===== config.mk =====
export PLATFORM = sky130hd
export DESIGN_NAME = mprj_pwr_monitor
export DESIGN_NICKNAME = d
export VERILOG_FILES = /design/src/rtl/mprj_pwr_pkg.sv /design/src/rtl/mprj_pwr_debounce.sv /design/src/rtl/mprj_pwr_monitor.sv
export SDC_FILE = /design/constraint.sdc
export NUM_CORES = 1
export LEC_CHECK = 0
export BUFFER_PORTS_ARGS = -buffer_cell sky130_fd_sc_hd__buf_2
export CORE_MARGIN = 2
export CORE_UTILIZATION = 43
export DETAILED_ROUTE_END_ITERATION = 12
export MAX_ROUTING_LAYER = met4
export REMOVE_ABC_BUFFERS = 1
export SKIP_LAST_GASP = 1
export SLEW_MARGIN = 30
export SYNTH_ARGS = -nofsm -noshare
export SYNTH_HDL_FRONTEND = slang
export SYNTH_SLANG_ARGS = --single-unit
export TNS_END_PERCENT = 20

===== constraint.sdc =====
create_clock -name wb_clk_i -period 1.7 [get_ports wb_clk_i]
set_input_delay 0.085 -clock wb_clk_i [delete_from_list [all_inputs] [get_ports wb_clk_i]]
set_output_delay 0.085 -clock wb_clk_i [all_outputs]
set_load 0.03 [all_outputs]

===== src/rtl/mprj_pwr_pkg.sv =====
// rtl/mprj_pwr_pkg.sv - shared constants and FSM state encoding for the user power monitor
//
// Contents:
//   CNT_W        width of the debounce and settle counters (8 bits, so both
//                limits can go up to 255)
//   pwr_state_t  power FSM state encoding, driven unchanged on pwr_state_o

package mprj_pwr_pkg;

    localparam int CNT_W = 8;

    typedef enum logic [1:0] {
        ST_OFF   = 2'b00,
        ST_WAIT  = 2'b01,
        ST_ON    = 2'b10,
        ST_FAULT = 2'b11
    } pwr_state_t;

endpackage


===== src/rtl/mprj_pwr_debounce.sv =====
// rtl/mprj_pwr_debounce.sv - two-flop synchronizer plus rise-only debounce for one user domain
//
// Ports:
//   clk         clock (management domain)
//   rst         synchronous active-high reset
//   vdd_logic1  level-shifted logic-high from the user domain, asynchronous to clk
//   powergood   debounced domain-good; rises DEBOUNCE_CYCLES+2 edges after the
//               input is first sampled high, falls 2 edges after it is sampled low

module mprj_pwr_debounce
    import mprj_pwr_pkg::*;
#(
    parameter int DEBOUNCE_CYCLES = 16
) (
    input  logic clk,
    input  logic rst,
    input  logic vdd_logic1,
    output logic powergood
);

    localparam logic [CNT_W-1:0] LIMIT = CNT_W'(DEBOUNCE_CYCLES);

    logic             sync_a;
    logic             sync_b;
    logic [CNT_W-1:0] cnt;

    always_ff @(posedge clk) begin
        if (rst) begin
            sync_a    <= 1'b0;
            sync_b    <= 1'b0;
            cnt       <= '0;
            powergood <= 1'b0;
        end else begin
            sync_a <= vdd_logic1;
            sync_b <= sync_a;
            if (!sync_b) begin
                // Any synchronized low restarts the qualification and drops
                // powergood immediately; there is no debounce on the fall.
                cnt       <= '0;
                powergood <= 1'b0;
            end else begin
                // Counter parks at LIMIT, so it can never wrap back to zero.
                if (cnt != LIMIT) begin
                    cnt <= cnt + 1'b1;
                end
                powergood <= (cnt == LIMIT);
            end
        end
    end

endmodule


===== src/rtl/mprj_pwr_monitor.sv =====
// rtl/mprj_pwr_monitor.sv - user-area power-good monitor and interface-enable sequencer
//
// Optional feature: define MPRJ_PWR_IRQ_EN to drive pwr_irq_o from the fault
// state; otherwise pwr_irq_o is tied low.
//
// Ports:
//   wb_clk_i             sole clock
//   wb_rst_i             synchronous active-high reset
//   mprj_vdd_logic1      user area 1 logic-high (asynchronous)
//   mprj2_vdd_logic1     user area 2 logic-high (asynchronous)
//   fault_clr_i          pulse that clears the fault state (ignored outside FAULT)
//   user1_vdd_powergood  debounced domain 1 good
//   user2_vdd_powergood  debounced domain 2 good
//   mprj_iface_ena       management-to-user interface enable, high only in ON
//   pwr_state_o          current FSM state (OFF=00 WAIT=01 ON=10 FAULT=11)
//   pwr_fault_o          sticky brown-out flag, high while in FAULT
//   pwr_irq_o            brown-out interrupt, level

module mprj_pwr_monitor
    import mprj_pwr_pkg::*;
#(
    parameter int DEBOUNCE_CYCLES = 16,
    parameter int SETTLE_CYCLES   = 8
) (
    input  logic       wb_clk_i,
    input  logic       wb_rst_i,
    input  logic       mprj_vdd_logic1,
    input  logic       mprj2_vdd_logic1,
    input  logic       fault_clr_i,
    output logic       user1_vdd_powergood,
    output logic       user2_vdd_powergood,
    output logic       mprj_iface_ena,
    output logic [1:0] pwr_state_o,
    output logic       pwr_fault_o,
    output logic       pwr_irq_o
);

    // The settle counter counts edges already spent in WAIT; the edge that
    // sees SETTLE_CYCLES-1 is the SETTLE_CYCLES-th edge and moves to ON.
    localparam logic [CNT_W-1:0] SETTLE_LAST = CNT_W'(SETTLE_CYCLES - 1);

    pwr_state_t       state;
    pwr_state_t       state_nxt;
    logic [CNT_W-1:0] settle_cnt;
    logic [CNT_W-1:0] settle_cnt_nxt;
    logic             both_good;

    mprj_pwr_debounce #(
        .DEBOUNCE_CYCLES(DEBOUNCE_CYCLES)
    ) u_deb1 (
        .clk        (wb_clk_i),
        .rst        (wb_rst_i),
        .vdd_logic1 (mprj_vdd_logic1),
        .powergood  (user1_vdd_powergood)
    );

    mprj_pwr_debounce #(
        .DEBOUNCE_CYCLES(DEBOUNCE_CYCLES)
    ) u_deb2 (
        .clk        (wb_clk_i),
        .rst        (wb_rst_i),
        .vdd_logic1 (mprj2_vdd_logic1),
        .powergood  (user2_vdd_powergood)
    );

    assign both_good = user1_vdd_powergood & user2_vdd_powergood;

    always_comb begin
        state_nxt      = state;
        settle_cnt_nxt = settle_cnt;
        case (state)
            ST_OFF: begin
                if (both_good) begin
                    state_nxt      = ST_WAIT;
                    settle_cnt_nxt = '0;
                end
            end
            ST_WAIT: begin
                if (!both_good) begin
                    state_nxt = ST_OFF;
                end else if (settle_cnt >= SETTLE_LAST) begin
                    state_nxt = ST_ON;
                end else begin
                    settle_cnt_nxt = settle_cnt + 1'b1;
                end
            end
            ST_ON: begin
                // A power drop wins over a coincident fault_clr_i, and a
                // drop of both domains still lands in FAULT just once.
                if (!both_good) begin
                    state_nxt = ST_FAULT;
                end
            end
            ST_FAULT: begin
                if (fault_clr_i) begin
                    state_nxt = ST_OFF;
                end
            end
            default: begin
                state_nxt = ST_OFF;
            end
        endcase
    end

    always_ff @(posedge wb_clk_i) begin
        if (wb_rst_i) begin
            state      <= ST_OFF;
            settle_cnt <= '0;
        end else begin
            state      <= state_nxt;
            settle_cnt <= settle_cnt_nxt;
        end
    end

    // Decoded straight from the state register so the enable falls on the
    // very edge the FSM leaves ON, including a reset edge.
    assign mprj_iface_ena = (state == ST_ON);
    assign pwr_fault_o    = (state == ST_FAULT);
    assign pwr_state_o    = state;

`ifdef MPRJ_PWR_IRQ_EN
    logic irq_q;

    always_ff @(posedge wb_clk_i) begin
        if (wb_rst_i) begin
            irq_q <= 1'b0;
        end else begin
            irq_q <= (state_nxt == ST_FAULT);
        end
    end

    assign pwr_irq_o = irq_q;
`else
    assign pwr_irq_o = 1'b0;
`endif

endmodule


Word level (Yosys, flattened, before mapping)
Cells that the tools add are included.
{"block": "word_totals", "inputBits": 5, "out_inout_bits": 7, "romBits": 0, "regBits": 32, "latch_bits": 0, "ramBits": 0, "mem_count": 0, "elab_cells": 46}
{"block": "classes", "n_mul": 0, "div_mod_pow": 0, "n_eq_ne": 13, "magnitude_cmp": 1, "shifts": 0, "mux": 10, "n_addsub": 3, "bitwise": 3, "reduce_logical": 6}
{"op": "$add A8 B1 Y8 const B", "n": 3}
{"op": "$mux W8", "n": 3}
{"op": "$eq A8 B5 Y1 const B", "n": 2}
{"op": "$ne A8 B5 Y1 const B", "n": 2}
{"op": "$pmux W8 S2", "n": 1}
{"op": "$mux W2", "n": 5}
{"op": "$ne A2 B2 Y1 const B", "n": 5}
{"op": "$ge A8 B3 Y1 const B", "n": 1}
{"op": "$pmux W2 S4", "n": 1}
{"op": "$reduce_and A4 Y1", "n": 2}
{"op": "$eq A2 B2 Y1 const B", "n": 2}
{"op": "$reduce_or A2 Y1", "n": 2}
{"op": "$ne A3 B3 Y1 const B", "n": 1}
{"op": "$eq A2 B1 Y1 const B", "n": 1}
{"op": "$logic_not A2 Y1", "n": 1}
{"op": "$not A1 Y1", "n": 2}
{"op": "$reduce_bool A2 Y1", "n": 1}
{"op": "$and A1 B1 Y1", "n": 1}

Longest topological paths before layout
{"block": "logic_depth", "depth_word": 4, "mapped_depth": 5, "depth_no_buf": 5}

Hierarchy
A second synthesis with hierarchy kept.
{"block": "unflattened", "hier_cells": 152, "hier_area_um2": 1421.4}
{"mod": "mprj_pwr_debounce", "area_each_um2": 478.0, "cells_per_inst": 51, "seq_area_each_um2": 220.2, "n_inst": 2}
{"mod": "mprj_pwr_monitor", "area_each_um2": 465.4, "cells_per_inst": 50, "seq_area_each_um2": 200.2, "n_inst": 1}

Worst setup path after synthesis
Ideal clock, no wire load.
{"block": "synth_path", "kind": "reg2reg", "startpoint": "reg settle_cnt[0]", "endpoint": "reg settle_cnt[0]", "arrival_time_ns": 1.128, "synth_period_minus_slack_ns": 1.260, "slack_ns": 0.440, "t_required_ns": 1.568, "path_buffers": 0, "path_stages_with_launch": 5, "setup_time_ns": 0.132, "cell_sequence": "dfxtp_1 ha_1 a21oi_1 a21o_1 a31oi_1"}
{"block": "synth_between", "elab_chain_len": 4, "word_cells_on_any_way": 7, "classes_between": "add/sub: 1; order compare: 1; eq/ne: 1; mux: 3; reduce/logical: 1"}
{"element": "start: declaration", "line": "mprj_pwr_monitor.sv:44", "text": "logic [CNT_W-1:0] settle_cnt;"}
{"element": "start signal: assignment", "line": "mprj_pwr_monitor.sv:111", "text": "settle_cnt <= settle_cnt_nxt;"}
{"element": "$add A8 B1 Y8", "line": "mprj_pwr_monitor.sv:84", "text": "settle_cnt_nxt = settle_cnt + 1'b1;"}
{"element": "$mux W8", "line": "mprj_pwr_monitor.sv:81", "text": "end else if (settle_cnt >= SETTLE_LAST) begin"}
{"element": "$mux W8", "line": "mprj_pwr_monitor.sv:79", "text": "if (!both_good) begin"}
{"element": "$pmux W8 S2", "line": "mprj_pwr_monitor.sv:71", "text": "case (state)"}
Several ways; a longest one is shown, not always the timed one. The select of a mux whose other input is x is not followed.
A chain may end at the register's enable or synchronous reset.

Worst setup path after layout
Same ends and word-level chain as after synthesis.

==> metrics.csv <==
stage,metric,value,unit
clock_network,CTS tree,built,
floorplan,FP Rows,21,
run,Max Cap Viol,0,
finish,nets@finish,184,
min_path,Hold Path Depth,4,
finish,layout cells sized above 1,12.1,%
yosys,post-synthesis sequential area ratio,44.5,%
worst_setup_path,RR Startpoint,settle_cnt[0],
global_route,grt ovf,0,
run_status,status,finished clean,
yosys,post-synth cell types,39,
clock_network,Root Driver,clkbuf_4,
routing,1st-iter DRT viols,53,
global_route,number of global-route vias before repair,1035,
routing,Pre-antenna DRT Iters,4,
floorplan,die area,3830,µm²
timing,Setup Skew,0.00470,ns
routing,WL/cell,11.9,µm
global_route,largest net degree at the start of global routing,14,
yosys,Yosys top cell area share,44.5,%
timing,min cycle time layout,1.47,ns
placement,GPL Wtd Cong,0.749,
routing,vias,1161,
routing,via-per-instance ratio,5.28,
worst_setup_path,largest fanout on the critical path,8,
yosys,synth top area cells,"dfxtp_1 (44%), ha_1 (4.3%), a21oi_1 (4.2%)",
clock_network,Worst-path clk slew,0.09,ns
routing,drt drc,0,
yosys,dominant synthesized flop cell,dfxtp_1,
clock_network,CTS Buf Count,5,
finish,antenna cells,0,
yosys,synthesized instance count,158,
floorplan,Core Area,3280,µm²
yosys,synthesized area,1440,µm²
timing,Slew HR,62.6,%
min_path,Hold Crit Start,fault_clr_i,
timing,max-slew violations,0,
yosys,#FFs+latches synth,32,
worst_setup_path,Crit Path Category,reg2reg,
worst_setup_path,Crit. End Element,flip-flop,
clock_network,# Post-CTS Setup Buffers,0,
yosys,Synth Warn #,0,
clock_network,clk buf depth,2,
timing,Setup-failing EPs final,0,
global_route,first-pass GRT wire length,4.37,mm
timing,Fmax achieved,679,MHz
yosys,Post-synth ARST share,0,%
routing,WL final,2.63,mm
worst_setup_path,CP startpoint kind,flip-flop,
min_path,type of the worst min-delay path,in2reg,
floorplan,die outline height,61.9,µm
pwr,Leak Pwr,0.591,nW
timing,final hold vios,0,
finish,final instance area,1620,µm²
floorplan,io pins,12,
routing,Antenna Nets Post-Route,0,
worst_setup_path,Crit Reg-Reg Endpoint,settle_cnt[0],
timing,setup TNS,0,ns
clock_network,Clock Latency Late Sink,0.33,ns
yosys,Mean Syn Cell Area,9.11,µm²
timing,unrepaired setup endpoints after global routing,false,
floorplan,Chip Width,61.9,µm
worst_setup_path,Register-to-Register Path Depth,4,
floorplan,Initial Util,43.8,%
global_route,antenna violations before repair,0,
clock_network,CTS sink count,32,
worst_setup_path,worst reg-to-reg setup slack,0.23,ns
yosys,Post-synth EDFFs,0,
placement,I/O Buffers,10,
placement,hpwl dp,1.85,mm
timing,final worst path period share,86.6,%
worst_setup_path,CP required,1.97,ns
yosys,"area leader, netlist",dfxtp_1,
timing,Least-Margin Pin Slew,0.561,ns
pwr,worst vdd ir,0.000368,V
clock_network,H-tree depth,2,
worst_setup_path,"Data arrival, critical path",1.74,ns
global_route,GRT Total Usage,16.3,%
pwr,Cell Pwr Density,787,nW/µm²
placement,Placed Area,1530,µm²
finish,Syn-to-layout area delta,12.3,%
-- how the worst max path moves through the flow --
stage	start	slack, ns	depth (start not counted)	to
floorplan	settle_cnt[0]	0.44	4	settle_cnt[0]
global placement	settle_cnt[0]	0.35	4	settle_cnt[0]
detailed placement	settle_cnt[0]	0.28	4	settle_cnt[0]
CTS	settle_cnt[0]	0.25	4	settle_cnt[0]
global route	settle_cnt[0]	0.09	4	settle_cnt[0]
finish	settle_cnt[0]	0.23	4	settle_cnt[0]
-- through the flow --
stage	power (mW)	utilization, %	hold slack [ns]	worst slack, ns	instances
6_report	1.27	49.2	0.0554	0.228	220
5_1_grt	1.33	49.2	0.0784	0.0927	220
4_1_cts	1.29	49.2	0.0396	0.252	220
3_5_place_dp	0.803	46.6	0.302	0.277	211
3_3_place_gp	0.802	46.6	0.298	0.355	211
2_1_floorplan	0.791	-	0.154	0.444	155
-- worst max-delay path, cell delays in order, from the launching register on --
cell,delay [ns]
dfxtp_1,0.35
ha_1,0.22
a21oi_1,0.48
nand4b_1,0.17
a31oi_1,0.18
-- synth_stat cells, drive strengths merged (2+ instances only) --
cell type,count
dfxtp,32
nand3,12
nand4,3
a31oi,2
nor3,8
ha,5
nand2,9
a21o,4
or3,8
xnor2,2
nor2b,5
buf,2
inv,7
and2,4
and4bb,2
nand3b,2
o21ai,9
a21oi,13
nand4bb,2
xor2,4
nand2b,2
a41oi,2
nor2,8
-- state kept, by name, indices dropped and copies added (netlist names), named ones only --
register,flops
u_deb1.sync_a,1
u_deb2.sync_b,1
u_deb1.sync_b,1
settle_cnt,8
u_deb2.cnt,8
u_deb1.cnt,8
u_deb1.powergood,1
u_deb2.powergood,1
u_deb2.sync_a,1
pwr_state_o,1
-- layer usage --
layer,vias up,track usage [%],part of all wire [%]
li1,598,-,-
met1,532,19.1,49
met2,26,24.5,45
met3,5,7.45,4.9
met4,0,6.38,1.3
met5,-,-,0
-- cells by family after synthesis --
family | count (synthesis) | share of synthesized area (%)
DFF | 32 | 44.5
buffers and inverters | 10 | 2.95
xor gates and xnor gates | 6 | 3.65
other | 1 | 0.260
adders and majority gates | 5 | 4.34
AOI/OAI and AO/OA | 33 | 13.9
and+or+nand+nor | 71 | 30.4
-- report_power, final --
part | switching [mW] | total, mW | internal (mW) | leakage [nW]
clock network | 0.249 | 0.484 | 0.234 | 0.0374
logic | 0.0177 | 0.0312 | 0.0135 | 0.295
registers | 0.00298 | 0.758 | 0.755 | 0.259
-- layout make-up --
cell class	count	area (µm²)
tap	46	57.6
inverter	7	26.3
fill	312	1670
sequential	32	641
multi-input combinational	116	757
timing repair buffer	12	70.1
clock buffer	7	65.1
-- cell usage in the layout (no fill, tap or decap), drive strengths merged, types with 4 or more instances in the layout --
cell type	instances
nor2	8
nor2b	5
a21o	4
nor3	8
clkbuf	7
nand3	12
inv	7
nand2	9
dfxtp	32
o21ai	9
a21oi	13
buf	10
ha	5
or3	8
xor2	4
and2	4
-- what timing repair did --
| action | 4_1_cts | 5_1_grt |
|---|---|---|
| hold endpoints to repair | 2 | 0 |
| gates resized for setup | 0 | 0 |
| hold buffers | 2 | 0 |
No activity file was read; power rests on OpenSTA's default activity.
